$ cat config.mk
export PLATFORM = sky130hd
export DESIGN_NAME = led_gpio_ctrl
export DESIGN_NICKNAME = d
export VERILOG_FILES = /design/src/rtl/led_gpio_pkg.sv /design/src/rtl/led_gpio_ctrl_timebase.sv /design/src/rtl/led_gpio_ctrl.sv
export SDC_FILE = /design/constraint.sdc
export NUM_CORES = 1
export LEC_CHECK = 0
export ABC_AREA = 1
export ABC_CLOCK_PERIOD_IN_PS = 5900
export BUFFER_PORTS_ARGS = -buffer_cell sky130_fd_sc_hd__buf_4
export CAP_MARGIN = 15
export CORE_UTILIZATION = 60
export DETAILED_ROUTE_END_ITERATION = 8
export GPL_TIMING_DRIVEN = 0
export PLACE_DENSITY = 0.8
export SKIP_LAST_GASP = 1
export SYNTH_ARGS = -nofsm -noshare
export SYNTH_HDL_FRONTEND = slang
export SYNTH_SLANG_ARGS = --single-unit
$ cat constraint.sdc
create_clock -name clk -period 5.9 [get_ports clk]
set_clock_uncertainty 0.1 [all_clocks]
set_input_delay 1.18 -clock clk [delete_from_list [all_inputs] [get_ports clk]]
set_output_delay 1.18 -clock clk [all_outputs]
set_load 0.03 [all_outputs]
$ cat src/rtl/led_gpio_pkg.sv
// Shared types and constants for the EMIO GPIO driven LED controller.
// Mode 5 (breathe) is only decoded when LED_BREATHE_EN is defined.
package led_gpio_pkg;

    typedef enum logic [2:0] {
        OFF     = 3'd0,
        ON      = 3'd1,
        SLOW    = 3'd2,
        FAST    = 3'd3,
        HEART   = 3'd4,
        BREATHE = 3'd5
    } led_mode_e;

    // Command / status field positions
    localparam int unsigned TOG_BIT    = 15;
    localparam int unsigned IDX_LSB    = 12;
    localparam int unsigned BRIGHT_LSB = 8;
    localparam int unsigned ERR_BIT    = 7;
    localparam int unsigned MODE_LSB   = 0;

    // Status echoes toggle, index, brightness and mode in place
    localparam logic [15:0] ECHO_MASK = 16'hFF07;

    localparam int unsigned SETTLE_CLK = 3;

    localparam logic [9:0] PERIOD   = 10'd1000;
    localparam logic [9:0] SLOW_ON  = 10'd500;
    localparam logic [9:0] FAST_PER = 10'd250;
    localparam logic [9:0] FAST_ON  = 10'd125;
    localparam logic [9:0] HB_ON1   = 10'd100;
    localparam logic [9:0] HB_ON2   = 10'd200;
    localparam logic [9:0] HB_OFF2  = 10'd300;

    function automatic logic pattern_on(input logic [2:0] mode, input logic [9:0] p);
        logic on;
        on = 1'b0;
        case (led_mode_e'(mode))
            ON:      on = 1'b1;
            SLOW:    on = (p < SLOW_ON);
            FAST:    on = ((p % FAST_PER) < FAST_ON);
            HEART:   on = (p < HB_ON1) || ((p >= HB_ON2) && (p < HB_OFF2));
`ifdef LED_BREATHE_EN
            BREATHE: on = 1'b1;
`endif
            default: on = 1'b0;
        endcase
        return on;
    endfunction

endpackage

$ cat src/rtl/led_gpio_ctrl_timebase.sv
// Shared LED timebase: ms prescaler, 0..999 phase counter and 4-bit PWM ramp.
module led_timebase #(
    parameter int unsigned CLK_HZ  = 25000000,
    parameter int unsigned TICK_HZ = 1000
) (
    input  logic       clk_i,
    input  logic       rst_ni,
    output logic [9:0] phase_o,
    output logic [3:0] pwm_o
);
    import led_gpio_pkg::*;

    localparam int unsigned DIV = CLK_HZ / TICK_HZ;
    localparam int unsigned PW  = (DIV > 1) ? $clog2(DIV) : 1;

    logic [PW-1:0] presc_q;
    logic [9:0]    phase_q;
    logic [3:0]    pwm_q;
    logic          tick;

    assign tick = (presc_q == PW'(DIV - 1));

    always_ff @(posedge clk_i or negedge rst_ni) begin
        if (!rst_ni) begin
            presc_q <= '0;
            phase_q <= '0;
            pwm_q   <= '0;
        end else begin
            presc_q <= tick ? '0 : presc_q + 1'b1;
            pwm_q   <= pwm_q + 4'd1;
            if (tick) begin
                phase_q <= (phase_q == PERIOD - 10'd1) ? '0 : phase_q + 10'd1;
            end
        end
    end

    assign phase_o = phase_q;
    assign pwm_o   = pwm_q;

endmodule

$ cat src/rtl/led_gpio_ctrl.sv
// LED controller fed by PS7 EMIO GPIO commands; echoes each write on gpio_out.
// Define LED_BREATHE_EN to enable mode 5 (breathe); otherwise mode 5 is dark.
module led_gpio_ctrl #(
    parameter int unsigned CLK_HZ  = 25000000,
    parameter int unsigned TICK_HZ = 1000,
    parameter int unsigned NLED    = 2
) (
    input  logic            clk,
    input  logic            rst_n,
    input  logic [15:0]     gpio_in,
    output logic [NLED-1:0] led,
    output logic [15:0]     gpio_out
);
    import led_gpio_pkg::*;

    logic [15:0]     sync1_q, sync2_q;
    logic            tog_prev_q;
    logic [1:0]      settle_q;
    logic            wr, idx_ok;
    logic [2:0]      wr_idx;
    logic [2:0]      mode_q   [NLED];
    logic [3:0]      bright_q [NLED];
    logic            err_q, err_d;
    logic [15:0]     status_q, status_d;
    logic [NLED-1:0] led_q, led_d;
    logic [9:0]      phase;
    logic [3:0]      pwm;

    led_timebase #(
        .CLK_HZ (CLK_HZ),
        .TICK_HZ(TICK_HZ)
    ) u_timebase (
        .clk_i  (clk),
        .rst_ni (rst_n),
        .phase_o(phase),
        .pwm_o  (pwm)
    );

    assign wr_idx = sync2_q[IDX_LSB +: 3];
    assign idx_ok = ({1'b0, wr_idx} < 4'(NLED));
    assign wr     = (settle_q == 2'(SETTLE_CLK)) && (sync2_q[TOG_BIT] != tog_prev_q);

    // Previous toggle follows the synced bit even while settling, so a toggle
    // already high at reset release is absorbed rather than seen as a write.
    always_ff @(posedge clk or negedge rst_n) begin
        if (!rst_n) begin
            sync1_q    <= '0;
            sync2_q    <= '0;
            tog_prev_q <= 1'b0;
            settle_q   <= '0;
        end else begin
            sync1_q    <= gpio_in;
            sync2_q    <= sync1_q;
            tog_prev_q <= sync2_q[TOG_BIT];
            if (settle_q != 2'(SETTLE_CLK)) begin
                settle_q <= settle_q + 2'd1;
            end
        end
    end

    always_ff @(posedge clk or negedge rst_n) begin
        if (!rst_n) begin
            for (int unsigned i = 0; i < NLED; i++) begin
                mode_q[i]   <= '0;
                bright_q[i] <= '1;
            end
        end else begin
            for (int unsigned i = 0; i < NLED; i++) begin
                if (wr && idx_ok && (wr_idx == 3'(i))) begin
                    mode_q[i]   <= sync2_q[MODE_LSB +: 3];
                    bright_q[i] <= sync2_q[BRIGHT_LSB +: 4];
                end
            end
        end
    end

    always_comb begin
        err_d    = err_q;
        status_d = status_q;
        if (wr) begin
            err_d             = !idx_ok;
            status_d          = sync2_q & ECHO_MASK;
            status_d[ERR_BIT] = err_d;
        end
    end

`ifdef LED_BREATHE_EN
    logic [9:0] fold;
    logic [3:0] tri_lvl;
    assign fold    = (phase < SLOW_ON) ? phase : (PERIOD - 10'd1 - phase);
    assign tri_lvl = 4'(fold >> 5);
`endif

    for (genvar g = 0; g < NLED; g++) begin : g_led
        logic [3:0] eff;
`ifdef LED_BREATHE_EN
        assign eff = ((mode_q[g] == BREATHE) && (tri_lvl < bright_q[g])) ? tri_lvl : bright_q[g];
`else
        assign eff = bright_q[g];
`endif
        assign led_d[g] = pattern_on(mode_q[g], phase) && ((eff == 4'hF) || (pwm < eff));
    end

    always_ff @(posedge clk or negedge rst_n) begin
        if (!rst_n) begin
            err_q    <= 1'b0;
            status_q <= '0;
            led_q    <= '0;
        end else begin
            err_q    <= err_d;
            status_q <= status_d;
            led_q    <= led_d;
        end
    end

    assign led      = led_q;
    assign gpio_out = status_q;

endmodule

==> qor.yml, run 1 <==
synth-edff-count: 0
p_sw_frac: 0.2687
grt_pass1_wl_um: 13510
violations: "DRC"
hold_buffers: 0
antenna_found_initial: 0
seqPwrFrac: 0.507
h-tree-depth: 3
yosysWarnings: 0
rsz0062_at_grt: "false"
slew_violations: 0
n_antenna_cell: 0
arrival_ps: 2530
p_clk_frac: 0.368
io_pins: 36
max_cap_violations: 0
gr-usage-all-layers: 0.2411
synthAdderAreaFrac: 0.04640
synth_area_leader_cell: "dfrtp_1"
synth_seq_cells: 82
final_antenna_net_count: 0
synth_area_leaders: "dfrtp_1 46%, nand2_1 7.5%, inv_1 5.4%, dfstp_2 5.2%, ha_1 4.6%"
layout_common_cells: "81 x nand2_1, 74 x dfrtp_1, 58 x inv_1"
cp_cell_sequence: "buf_4, inv_1, ha_1, inv_1, nand2_1, nand4_2, nand2_2, nand2_4, nand2_4, nand2_4, nand2_4, nand3b_1, nor2_1, nand3_1, nand2_1, nand2_1, nand3_1, a21oi_2"
avgRoutedWirePerCell_um: 13.10
synth_xor_area_frac: 0.01516
drt_first_pass_iters: 6
critPathLaunchType: "flop"
power_per_cell_area_nw_per_um2: 275.2
leakagePower_nw: 2.273
synth_top_area_share: 0.4578
crit_family: "simple AND/OR/NAND/NOR gates"
nNetsFinal: 521
yosysUniqueCellTypes: 45
die_x_um: 84.11
ys_async_sr_fraction: 1.000
vias: 3059
portBuffers: 26
ys.flop_type: "dfrtp_1"
fp-row-count: 29
die_area_um2: 7074
start_util: 0.6298
status: "complete, but fails checks"
grt_max_degree: 83
intPower_mw: 0.9218
slew_headroom: 0.3475
crit_required_ps: 6040
ir_worst_vdd_uv: 268.1
cts_tree: "done"
cts_sinks: 82
hp-class: "reg2reg"
cts_buffers: 9
syn_area_per_cell_um2: 9.029
clock_latency_ps: 350
cts_resized: 0
ys_seq_area_frac: 0.5097
grt.overflow.total: 0
synth_compound_area_frac: 0.09496
syn_area_um2: 4045
clockRootBuffer: "clkbuf_8"
tns_ps: 0
crit_type: "reg2reg"
hpwl_um: 5401
final_util: 0.7132
final_common_cell: "nand2_1"
fin_crit_sh: 0.4038
final-setup-viol-count: 0
drtIter0Drc: 233
grt_pass1_vias: 3057
core_um2: 6422
tightest_slew_ps: 978.7
avgViaCountPerCell: 5.367
gp_congestion: 0.8500
synthSimpleGateAreaFrac: 0.2434
dieHeight_um: 84.11
period_needed_ps: 2383
cpMaxStageDelayCell: "dfrtp_1"
clkTransAtPathRegs_ps: 90
postCtsSetupRepairBufs: 0
cp_num_buf_inv: 3
synthCells: 448
area_delta_synth_final_pct: 13.24
worst-path-max-fanout: 9
cp-end-kind: "flop"
synth_top_family_by_area: "simple AND/OR/NAND/NOR gates"
wl_um: 7467
drive_above_1_share: 0.2049
drc: 6
clock_path_buffers: 2
comb_power_share: 0.125
synth_mux_area_frac: 0.01114
crit_top_cell: "nand2_4"
hold_viol: 0
switchingPower_mw: 0.3387
slowest_delay_ps: 400
max_freq_ghz: 0.4197
cell usage after synthesis (6+ instances only):
cell type and n:
nand2_1 81, a21oi_1 19, nand4_1 11, o21ai_0 30
nand2_2 7, nor2_1 43, ha_1 15, dfstp_2 8
nand2_4 6, inv_1 58, nor3_1 6, nand3_1 21
buf_4 7, inv_2 7, dfrtp_1 74
worst reg2reg max path: stages, from the launching register on:
cell,delay [ps]
dfrtp_1,400
buf_4,180
inv_1,160
ha_1,170
inv_1,40
nand2_1,100
nand4_2,110
nand2_2,110
nand2_4,90
nand2_4,100
nand2_4,60
nand2_4,70
nand3b_1,80
nor2_1,120
nand3_1,90
nand2_1,60
nand2_1,60
nand3_1,100
a21oi_2,50
metrics by stage:
stage	cell area [um2]	power (mW)	worst slack [ps]	hold WS [ps]	instances
3_3_place_gp	4348	0.7997	3609	232.5	554
5_1_grt	4581	1.324	3278	257.9	570
4_1_cts	4581	1.275	3525	255.8	570
6_report	4581	1.260	3517	249.6	570
2_1_floorplan	4056	0.7450	3801	231.2	451
3_5_place_dp	4348	0.8078	3552	235.5	554
cell type report:
class,instances,area [um2]
fill,482,1842
inverter,66,249.0
multi-input combinational,292,1678
sequential,82,2062
buffer,11,67.56
timing repair buffer,26,195.2
clock inverter,7,108.9
clock buffer,9,123.9
tap,77,96.34
sequential cells by signal, summed over array words and instances (netlist names):
| name | cells |
|---|---|
| u_timebase.presc_q | 15 |
| gpio_out | 12 |
| sync1_q | 11 |
| sync2_q | 11 |
| u_timebase.phase_o | 10 |
| g_led.eff | 8 |
| mode_q | 6 |
| u_timebase.pwm_o | 4 |
| led | 2 |
| settle_q | 2 |
| tog_prev_q | 1 |
power by group through the flow:
stage | Sequential, mW | Combinational [mW] | Clock [mW]
floorplan | 0.675 | 0.0698 | 0
global placement | 0.648 | 0.152 | 0
detailed placement | 0.650 | 0.158 | 0
CTS | 0.640 | 0.159 | 0.476
global route | 0.646 | 0.174 | 0.504
finish | 0.639 | 0.157 | 0.464
kinds of logic (layout without fill, tap and decap cells):
kind of cell             count (synthesis)  count (layout)
AO/OA/AOI/OAI                           68              68
XOR/XNOR                                 7               7
adder cells (fa/ha/maj)                 15              15
buffers and inverters                   77             119
flip-flops                              82              82
multiplexers                             4               4
other                                    1               4
AND/OR/NAND/NOR                        194             194
per-layer routing:
| metal | up-vias | global-route usage | share of wire |
|---|---|---|---|
| met5 | - | 0 | 0 |
| met4 | 0 | 0.09248 | 0.016 |
| met3 | 12 | 0.04748 | 0.039 |
| met2 | 65 | 0.4061 | 0.49 |
| met1 | 1456 | 0.3100 | 0.45 |
| li1 | 1526 | - | - |
final timing paths:
path	from	end	slack, ps	cells past startpoint
setup / recovery	u_timebase.phase_o[4]	led[1]	3520	18
hold / removal	sync1_q[8]	sync2_q[8]	250	0
setup reg to reg	u_timebase.phase_o[4]	led[1]	3520	18
hold reg to reg	sync1_q[8]	sync2_q[8]	250	0
max in group asynchronous	rst_n	sync2_q[11]	4190	1
min in group asynchronous	rst_n	u_timebase.presc_q[8]	870	1
Power figures use the tool's default switching activity.
==> run 2: changes to the inputs <==
Settings changed: ABC_CLOCK_PERIOD_IN_PS 5900 to 1930, CORE_UTILIZATION 60 to 54, PLACE_DENSITY 0.8 to 0.76.
Clock period 5.9 ns to 1.93 ns, I/O delays scaled along.
==> run 2 against run 1 <==
Critical endpoint unchanged; the flow finishes with violations (setup timing); combinational power rose to 3.1 times the previous value; critical path type unchanged; setup slack got worse by 3700 ps; design area rose by 11%.
==> qor.yml, run 2 (same netlist as run 1, synthesis figures left out) <==
status: "complete, but fails checks"
violations: "setup timing"
io_pins: 36  # unchanged
cp-end-kind: "flop"
worst-path-max-fanout: 4  # -5
cp_num_buf_inv: 4  # +1
layout.cells.non_filler: 623  # +9.3%
hp-class: "in2reg"
drt_first_pass_iters: 4  # -2
leakagePower_nw: 2.496  # +9.8%
rsz0062_at_grt: "true"
portBuffers: 26  # unchanged
dieHeight_um: 88.55  # +5.3%
grt_max_degree: 83  # unchanged
area_delta_synth_final_pct: 25.43
fin_crit_sh: 1.109  # +0.7055
core_um2: 7253  # +13%
hold_viol: 0  # unchanged
gr-usage-all-layers: 0.2206  # -0.02051
die_area_um2: 7841  # +11%
grt.overflow.total: 0  # unchanged
cts_buffers: 9  # unchanged
placedCellCount: 576  # +4.0%
tightest_slew_ps: 989.6  # +10.84 ps
final-setup-viol-count: 8  # +8
start_util: 0.5577  # -0.07214
ir_worst_vdd_uv: 544.1  # +100%
largest_register_ffs: 15  # unchanged
drtIter0Drc: 190  # -18%
crit_family: "simple AND/OR/NAND/NOR gates"
arrival_ps: 2290  # -240 ps
tns_ps: -679.9  # -679.9 ps
avgRoutedWirePerCell_um: 13.53  # +3.3%
power_per_cell_area_nw_per_um2: 716.4  # +160%
clkTransAtPathRegs_ps: 90  # about the same
grt_pass1_vias: 3061  # +0.13%
hpwl_um: 5255  # -2.7%
clock_latency_ps: 360  # about the same
vias: 3222  # +5.3%
fp-row-count: 31  # +6.9%
seq_area_um2: 2067  # +0.24%
period_needed_ps: 2141  # -241.6 ps
final_antenna_net_count: 0  # unchanged
critPathLaunchType: "flop"
slew_headroom: 0.3403  # -0.007227
place_ws_ps: -309.8  # -3862 ps
slowest_delay_ps: 410  # about the same
multi_input_area_um2: 1883  # +12%
clock_path_buffers: 2  # unchanged
wl_um: 8427  # +13%
drive_above_1_share: 0.3378  # +0.1329
cpMaxStageDelayCell: "dfrtp_1"
cts_sinks: 82  # unchanged
final_common_cell: "nand2_1"
gp_congestion: 0.8485  # -0.18%
slew_violations: 0  # unchanged
n_antenna_cell: 0  # unchanged
max_freq_ghz: 0.4671  # +11%
clockRootBuffer: "clkbuf_8"
crit_type: "reg2reg"
cts_tree: "done"
grt_pass1_wl_um: 13170  # -2.5%
antenna_found_initial: 0  # unchanged
drc: 0  # -6
layout_common_cells: "74 x nand2_1, 70 x dfrtp_1, 59 x buf_4"
die_x_um: 88.55  # +5.3%
r2r_setup_slack_ps: -210  # -3730 ps
nNetsFinal: 552  # +6.0%
avgViaCountPerCell: 5.172  # -3.6%
cp_cell_sequence: "buf_6, buf_4, nand2_1, inv_2, nand4_1, nand3_2, nand3_2, nor2_1, nand2_1, buf_4, nand3_1, nor3_2, nand4_2, nand3_2, a21oi_2"
crit_top_cell: "nand3_2"
crit_required_ps: 2080  # -3960 ps
regMostFlops: "u_timebase.presc_q"
setup_ws_ps: -210.9  # -3728 ps
final_util: 0.6995  # -0.01373
n_fill_cell: 554  # +15%
max_cap_violations: 0  # unchanged
h-tree-depth: 3  # unchanged
-- run 2: changes by cell type in the layout (fill, tap and decap cells not counted), sizes merged --
cell / delta
clkbuf: -1
buf: +32
clkinv: -1
bufinv: -2
clkinvlp: +2
inv: +1
-- run 2: what timing repair did --
item	4_1_cts	5_1_grt
hold endpoints to repair	0	0
gates resized for setup	20	35
buffers inserted	22	11
endpoints found under the setup margin	25	30
pin swaps	28	18
hold buffers	0	0
-- run 2: power breakdown --
group / total (mW) / switching, mW / internal [mW]
Clock: 1.20 / 0.697 / 0.503
Sequential: 1.96 / 0.0831 / 1.87
Combinational: 0.479 / 0.290 / 0.189
-- run 2: layer usage --
metal,GRT usage,vias up,wire (um)
met5,0,-,0
met4,0.08065,0,106
met3,0.04198,12,232
met2,0.3825,64,4427
met1,0.2752,1552,3661
li1,-,1594,-
-- run 2: layout make-up --
cell class	instances	area share
Clock buffer	9	0.02441
Sequential cell	82	0.4074
Tap cell	99	0.02441
Timing Repair Buffer	58	0.09223
Clock inverter	7	0.01307
Multi-Input combinational cell	292	0.3711
Buffer	10	0.01455
Inverter	66	0.05277
-- run 2: final timing paths --
kind / start / to / depth (start not counted)
setup / recovery: u_timebase.phase_o[4] / led[1] / 15
setup reg to reg: u_timebase.phase_o[4] / led[1] / 15
hold reg to reg: sync1_q[15] / sync2_q[15] / 0
hold / removal: gpio_in[12] / sync1_q[12] / 1
min in group asynchronous: rst_n / u_timebase.pwm_o[0] / 1
max in group asynchronous: rst_n / u_timebase.phase_o[5] / 1
-- run 2: per-stage QoR --
| step | power [mW] | cell area, um2 | hold slack, ps |
|---|---|---|---|
| after floorplan | 2.279 | 4116 | -9.591 |
| after global placement | 2.447 | 4436 | 233.0 |
| after detailed placement | 2.467 | 4436 | 234.7 |
| after CTS | 3.658 | 4866 | 14.65 |
| after global routing | 3.796 | 5074 | 7.541 |
| final | 3.635 | 5074 | 26.34 |
